$ cat config.mk
export PLATFORM = sky130hd
export DESIGN_NAME = rsp_s2_prep_mul_sched
export DESIGN_NICKNAME = d
export VERILOG_FILES = /design/src/rtl/rsp_s2_prep_pkg.sv /design/src/rtl/delay_data.sv /design/src/rtl/rsp_s2_prep_mul_sched.sv
export SDC_FILE = /design/constraint.sdc
export NUM_CORES = 1
export LEC_CHECK = 0
export BUFFER_PORTS_ARGS = -buffer_cell sky130_fd_sc_hd__buf_2
export CAP_MARGIN = 20
export CORE_MARGIN = 8
export CORE_UTILIZATION = 45
export DETAILED_ROUTE_END_ITERATION = 8
export PLACE_DENSITY = 0.7
export SYNTH_ARGS = -nofsm -noshare
export SYNTH_HDL_FRONTEND = slang
export SYNTH_SLANG_ARGS = --single-unit
$ cat constraint.sdc
create_clock -name clk -period 2.7 [get_ports clk]
set_input_delay 0.405 -clock clk [delete_from_list [all_inputs] [get_ports clk]]
set_output_delay 0.405 -clock clk [all_outputs]
set_load 0.05 [all_outputs]
$ cat src/rtl/rsp_s2_prep_pkg.sv
// Shared types and constants for the S2 prep multiplier scheduler.
package rsp_s2_prep_pkg;

  // Frame sequencing states.
  typedef enum logic [1:0] {
    ST_IDLE  = 2'd0,
    ST_RUN   = 2'd1,
    ST_DRAIN = 2'd2,
    ST_DONE  = 2'd3
  } state_e;

  // Bit positions inside the sticky err vector.
  localparam int ERR_START_BUSY    = 0;
  localparam int ERR_DRAIN_TIMEOUT = 1;

  // Multiplier input-valid to output-valid latency per mode.
  localparam int MUL_COMPLEX_VALID = 6;
  localparam int MUL_REAL_VALID    = 3;

endpackage

$ cat src/rtl/delay_data.sv
// One-cycle data register with load enable; holds its value when not loaded.
module delay_data #(
  parameter int WIDTH = 32
) (
  input  logic             clk,
  input  logic             rst_n,
  input  logic             i_en,
  input  logic [WIDTH-1:0] i_data,
  output logic [WIDTH-1:0] o_data
);

  logic [WIDTH-1:0] r_data;

  // Capture the input on enabled cycles only.
  always_ff @(posedge clk or negedge rst_n) begin
    if (!rst_n) r_data <= '0;
    else if (i_en) r_data <= i_data;
  end

  assign o_data = r_data;

endmodule

$ cat src/rtl/rsp_s2_prep_mul_sched.sv
// Frame scheduler for the S2 prep multiplier: pulls samples, fetches twiddles,
// presents aligned x/w/valid, holds the mode select and reports done/errors.
module rsp_s2_prep_mul_sched
  import rsp_s2_prep_pkg::*;
#(
  parameter int SAMPLE_WIDTH  = 32,
  parameter int TWIDDLE_WIDTH = 50,
  parameter int ADDR_WIDTH    = 10,
  parameter int LEN_WIDTH     = 12,
  parameter int DRAIN_TIMEOUT = 16
) (
  input  logic                     clk,
  input  logic                     rst_n,
  input  logic                     cfg_start,
  input  logic                     cfg_mode,
  input  logic [LEN_WIDTH-1:0]     cfg_len,
  input  logic [ADDR_WIDTH-1:0]    cfg_base,
  output logic                     busy,
  output logic                     done,
  output logic [1:0]               err,
  input  logic                     s_valid,
  output logic                     s_ready,
  input  logic [SAMPLE_WIDTH-1:0]  s_data,
  output logic                     tw_rd_en,
  output logic [ADDR_WIDTH-1:0]    tw_addr,
  input  logic [TWIDDLE_WIDTH-1:0] tw_data,
  output logic                     m_switch,
  output logic [SAMPLE_WIDTH-1:0]  m_x0_data,
  output logic [TWIDDLE_WIDTH-1:0] m_w,
  output logic                     m_x0_valid,
  input  logic                     m_y0_valid
);

  localparam int IDLE_W = $clog2(DRAIN_TIMEOUT + 1);

  state_e                     r_state, w_state_nxt;
  logic                       r_mode;
  logic                       r_switch;
  logic [LEN_WIDTH-1:0]       r_len;
  logic [LEN_WIDTH-1:0]       r_in_cnt;
  logic [LEN_WIDTH-1:0]       r_out_cnt;
  logic [ADDR_WIDTH-1:0]      r_base;
  logic [IDLE_W-1:0]          r_idle_cnt;
  logic [1:0]                 r_err;
  logic                       r_x0_valid;
  logic                       r_tw_pend;
  logic [TWIDDLE_WIDTH-1:0]   r_w_hold;

  logic                       w_accept;
  logic                       w_last_in;
  logic                       w_last_out;
  logic                       w_timeout;
  logic [LEN_WIDTH-1:0]       w_in_inc;
  logic [LEN_WIDTH-1:0]       w_out_nxt;
  logic [IDLE_W-1:0]          w_idle_inc;

  assign s_ready    = (r_state == ST_RUN) && (r_in_cnt < r_len);
  assign w_accept   = s_valid & s_ready;
  assign w_in_inc   = r_in_cnt + LEN_WIDTH'(1);
  assign w_out_nxt  = r_out_cnt + LEN_WIDTH'(m_y0_valid);
  assign w_idle_inc = r_idle_cnt + IDLE_W'(1);
  assign w_last_in  = w_accept && (w_in_inc == r_len);
  assign w_last_out = (w_out_nxt == r_len);
  assign w_timeout  = !m_y0_valid && (w_idle_inc == IDLE_W'(DRAIN_TIMEOUT));

  // Twiddle address follows the sample index; wraps at the ROM size.
  assign tw_rd_en   = w_accept & ~r_mode;
  assign tw_addr    = r_base + ADDR_WIDTH'(r_in_cnt);

  // ROM data arrives one cycle after the read, alongside the registered sample;
  // between reads the last twiddle is held so m_w never moves on a gap.
  assign m_w        = r_tw_pend ? tw_data : r_w_hold;
  assign m_x0_valid = r_x0_valid;
  assign m_switch   = r_switch;
  assign busy       = (r_state != ST_IDLE);
  assign done       = (r_state == ST_DONE);
  assign err        = r_err;

  delay_data #(
    .WIDTH (SAMPLE_WIDTH)
  ) u_x0_dly (
    .clk    (clk),
    .rst_n  (rst_n),
    .i_en   (w_accept),
    .i_data (s_data),
    .o_data (m_x0_data)
  );

  // State register.
  // NOTE: sequential state uses non-blocking assignments so every flop samples
  // pre-edge values regardless of statement order.
  always_ff @(posedge clk or negedge rst_n) begin
    if (!rst_n) r_state <= ST_IDLE;
    else        r_state <= w_state_nxt;
  end

  // Next-state decode.
  // NOTE: default assigned first so no path leaves w_state_nxt unassigned (no latch).
  always_comb begin
    w_state_nxt = r_state;
    case (r_state)
      ST_IDLE:  if (cfg_start) w_state_nxt = (cfg_len == '0) ? ST_DONE : ST_RUN;
      ST_RUN:   if (w_last_in) w_state_nxt = ST_DRAIN;
      ST_DRAIN: if (w_last_out || w_timeout) w_state_nxt = ST_DONE;
      ST_DONE:  w_state_nxt = ST_IDLE;
      default:  w_state_nxt = ST_IDLE;
    endcase
  end

  // Frame context, counters, alignment registers and sticky errors.
  always_ff @(posedge clk or negedge rst_n) begin
    if (!rst_n) begin
      r_mode     <= 1'b0;
      r_switch   <= 1'b0;
      r_len      <= '0;
      r_base     <= '0;
      r_in_cnt   <= '0;
      r_out_cnt  <= '0;
      r_idle_cnt <= '0;
      r_err      <= '0;
      r_x0_valid <= 1'b0;
      r_tw_pend  <= 1'b0;
      r_w_hold   <= '0;
    end else begin
      r_x0_valid <= w_accept;
      r_tw_pend  <= tw_rd_en;
      if (r_tw_pend) r_w_hold <= tw_data;

      if (r_state == ST_IDLE) begin
        if (cfg_start) begin
          r_mode    <= cfg_mode;
          r_switch  <= cfg_mode;
          r_len     <= cfg_len;
          r_base    <= cfg_base;
          r_in_cnt  <= '0;
          r_out_cnt <= '0;
          r_err     <= '0;
        end
      end else if (cfg_start) begin
        r_err[ERR_START_BUSY] <= 1'b1;
      end

      if (w_accept) r_in_cnt <= w_in_inc;
      if ((r_state == ST_RUN) || (r_state == ST_DRAIN)) r_out_cnt <= w_out_nxt;

      if (r_state == ST_DRAIN) begin
        r_idle_cnt <= m_y0_valid ? '0 : w_idle_inc;
        if (w_timeout && !w_last_out) r_err[ERR_DRAIN_TIMEOUT] <= 1'b1;
      end else begin
        r_idle_cnt <= '0;
      end
    end
  end

endmodule

==> flow_metrics.tcl <==
set metrics [dict create \
    critPathSlowestCell "dfrtp_1" \
    cts_sinks 140 \
    core.rowCount 45 \
    worstSetupPathType "register to output port" \
    fin_crit_sh_pct 107 \
    drv_cap 0 \
    drt_iter0_drc 377 \
    cp.arrival_ps 2490 \
    rsz0062_at_grt "true" \
    cp.required_ps 2300 \
    vias 5759 \
    cts_tree "yes" \
    leakagePower_nw 4.68 \
    diodes 0 \
    setup_violations 5 \
    clk_path_buf_depth 2 \
    drive_gt1_share_pct 43.3 \
    crit_path_max_fanout 2 \
    synthToLayoutAreaGrowth_pct 33.3 \
    syn_avg_cell_area_um2 10.5 \
    hold_viol_final 0 \
    p_sw_mw 6.57 \
    yosysWarnings 0 \
    ys_ff_latch 140 \
    synthDistinctLibCells 52 \
    drv_slew 0 \
    power_frac_comb_pct 56.8 \
    final_cell_count_no_fill 1140 \
    first_pass_iters 4 \
    status "finished with violations" \
    worstMarginPinSlew_ps 739 \
    synth_cells 670 \
    place_inst 1097 \
    fin_nets 1059 \
    port_buffers 209 \
    syn_area_um2 7050 \
    pre_cts_ws_ps -2.37 \
    die_x_um 141 \
    stdcell_area_um2 9400 \
    hpwl_mm 14.3 \
    fmax_mhz 345 \
    final.setup.tns_ps -561 \
    grt_max_degree 70 \
    root_buffer "clkbuf_16" \
    hold_class "input port to register" \
    final_antenna_net_count 0 \
    end_kind "output port" \
    antenna_found_initial 0 \
    skew_ps 10.8 \
    viasPerCell 5.05 \
    max_slew_margin_pct 50.1 \
    setup_ws_ps -197 \
    pwr-share-clk_pct 17.1 \
    start_util_pct 46.2 \
    cts_inserted_buffers 17 \
    switching_share_pct 50.5 \
    wire_per_inst_um 16.9 \
    totalWireLength_mm 19.2 \
    ioPinCount 210 \
    crit_buf_inv 2 \
    dieArea_um2 19900 \
    placed_area_um2 8560 \
    internal_power_mw 6.44 \
    worstSkewPairLatency_ps 420 \
    synth_seq_area_share_pct 49.7 \
    layout_min_cycle_time_ps 2900 \
    drc 0 \
    startpoint_type "register" \
    violations "setup timing" \
    track_usage_pct 19.5 \
    final_cell_mix "buf_2 (201), dfrtp_1 (139), nand2_1 (129)" \
    vdd_drop_max_mv 1.06 \
    synthesis.nets 813 \
    grt_first_pass_wirelength_mm 31.0 \
    rrSetupSlack_ps 160 \
    cp_top_family "compound AO/OA/AOI/OAI gates" \
    cellPowerDensity_nw_per_um2 1380 \
    synth_enable_flop_cells 0 \
    clk_pin_slew_ps 70 \
    dieHeight_um 141 \
    synthArstFlopShare_pct 100 \
    gp_congestion 0.819 \
    slowest_delay_ps 360 \
    grt-ovfl-total 0 \
    final_common_cell "buf_2" \
    htree_levels 4 \
    crit_chain "ha_2, inv_2, fa_2, nor2b_2, o21ai_2, a21boi_2, o21a_1, o21ai_1, nand2b_1, a21oi_2, xnor2_2, buf_6" \
    core_um2 15300 \
    synth_top_flop_cell "dfrtp_1" \
    pwr-share-seq_pct 26.0 \
    grt_pass1_vias 6030 \
    final_util_pct 61.6 \
]
-- metrics by stage --
step                      hold slack (ps)  total power, mW
after floorplan                       109             8.71
after global placement                331             10.4
after detailed placement              331             10.5
after CTS                             154             13.0
after global routing                  168             13.7
final                                 171             13.0
-- cells in the mapped netlist, types with 6 or more instances --
library cell,instances,area (um2)
nor2_1,36,135
o21ai_0,36,180
inv_1,28,105
nor3_1,11,55.1
a21oi_1,17,85.1
buf_2,6,30.0
buf_1,7,26.3
xor2_1,14,123
nand3_1,10,50.1
dfrtp_1,140,3500
nand2_1,129,484
a22o_1,8,70.1
nor4_1,6,37.5
clkbuf_1,14,52.6
xnor2_1,26,228
mux2_2,77,867
o31ai_1,6,45.0
ha_1,32,400
nor2b_1,7,43.8
a21o_1,6,45.0
-- worst min-delay path: cells and delay by family --
kind,cells,cell delay [ps]
buffers and inverters,1,80
AND/OR/NAND/NOR,2,80
-- final cells by class --
| class | count | area [um2] |
|---|---|---|
| clock buffer | 18 | 439 |
| clock inverter | 14 | 125 |
| fill | 1269 | 5860 |
| inverter | 28 | 105 |
| multi-input combinational | 473 | 3460 |
| sequential | 140 | 3500 |
| tap | 211 | 264 |
| timing repair buffer | 256 | 1500 |
-- kinds of logic after synthesis --
kind of cell    Yosys count  synth area share, %
compound gates           95                 8.90
xor+xnor                 40                 4.97
buf+inv                  57                 3.30
flops                   140                 49.7
mux                      82                 13.0
simple gates            223                 14.2
fa+ha+maj                33                 5.96
-- power groups by stage --
stage | logic [mW] | registers (mW) | clock network [mW]
3_5_place_dp | 7.10 | 3.40 | 0
6_report | 7.39 | 3.39 | 2.23
5_1_grt | 7.86 | 3.50 | 2.36
2_1_floorplan | 4.53 | 4.19 | 0
3_3_place_gp | 7.05 | 3.38 | 0
4_1_cts | 7.34 | 3.39 | 2.28
-- path summary, 6_finish.rpt --
check,startpoint,endpoint,cells after the start
min reg2reg,u_x0_dly.o_data[28],u_x0_dly.o_data[28],2
max,r_in_cnt[0],tw_addr[8],12
max in group asynchronous,rst_n,r_w_hold[4],3
max reg2reg,r_in_cnt[1],r_state[1],12
min in group asynchronous,rst_n,r_base[9],2
min,s_data[13],u_x0_dly.o_data[13],3
-- layer usage --
layer,track usage (%),part of all wire [%],wire length (um),vias to the layer above
li1,-,-,-,2784
met4,6.84,2.1,397,0
met2,33.3,50,9650,164
met3,5.77,6.6,1270,31
met1,23.0,41,7930,2780
met5,0,0,0,-
-- sequential cells by signal, summed over array words and instances (netlist names) --
| register | flops |
|---|---|
| err | 2 |
| m_switch | 1 |
| m_x0_valid | 1 |
| r_base | 10 |
| r_idle_cnt | 5 |
| r_in_cnt | 12 |
| r_len | 12 |
| r_out_cnt | 12 |
| r_state | 2 |
| r_tw_pend | 1 |
| r_w_hold | 50 |
| u_x0_dly.o_data | 32 |
-- timing repair --
item                                    4_1_cts  5_1_grt
resized for setup                            35       22
hold buffers                                  1        0
endpoints found under the setup margin        6       43
pin swaps                                    16       10
hold endpoints to repair                     34        0
buffers inserted                             14        2
Note: power is estimated with default switching activity, not from simulation.
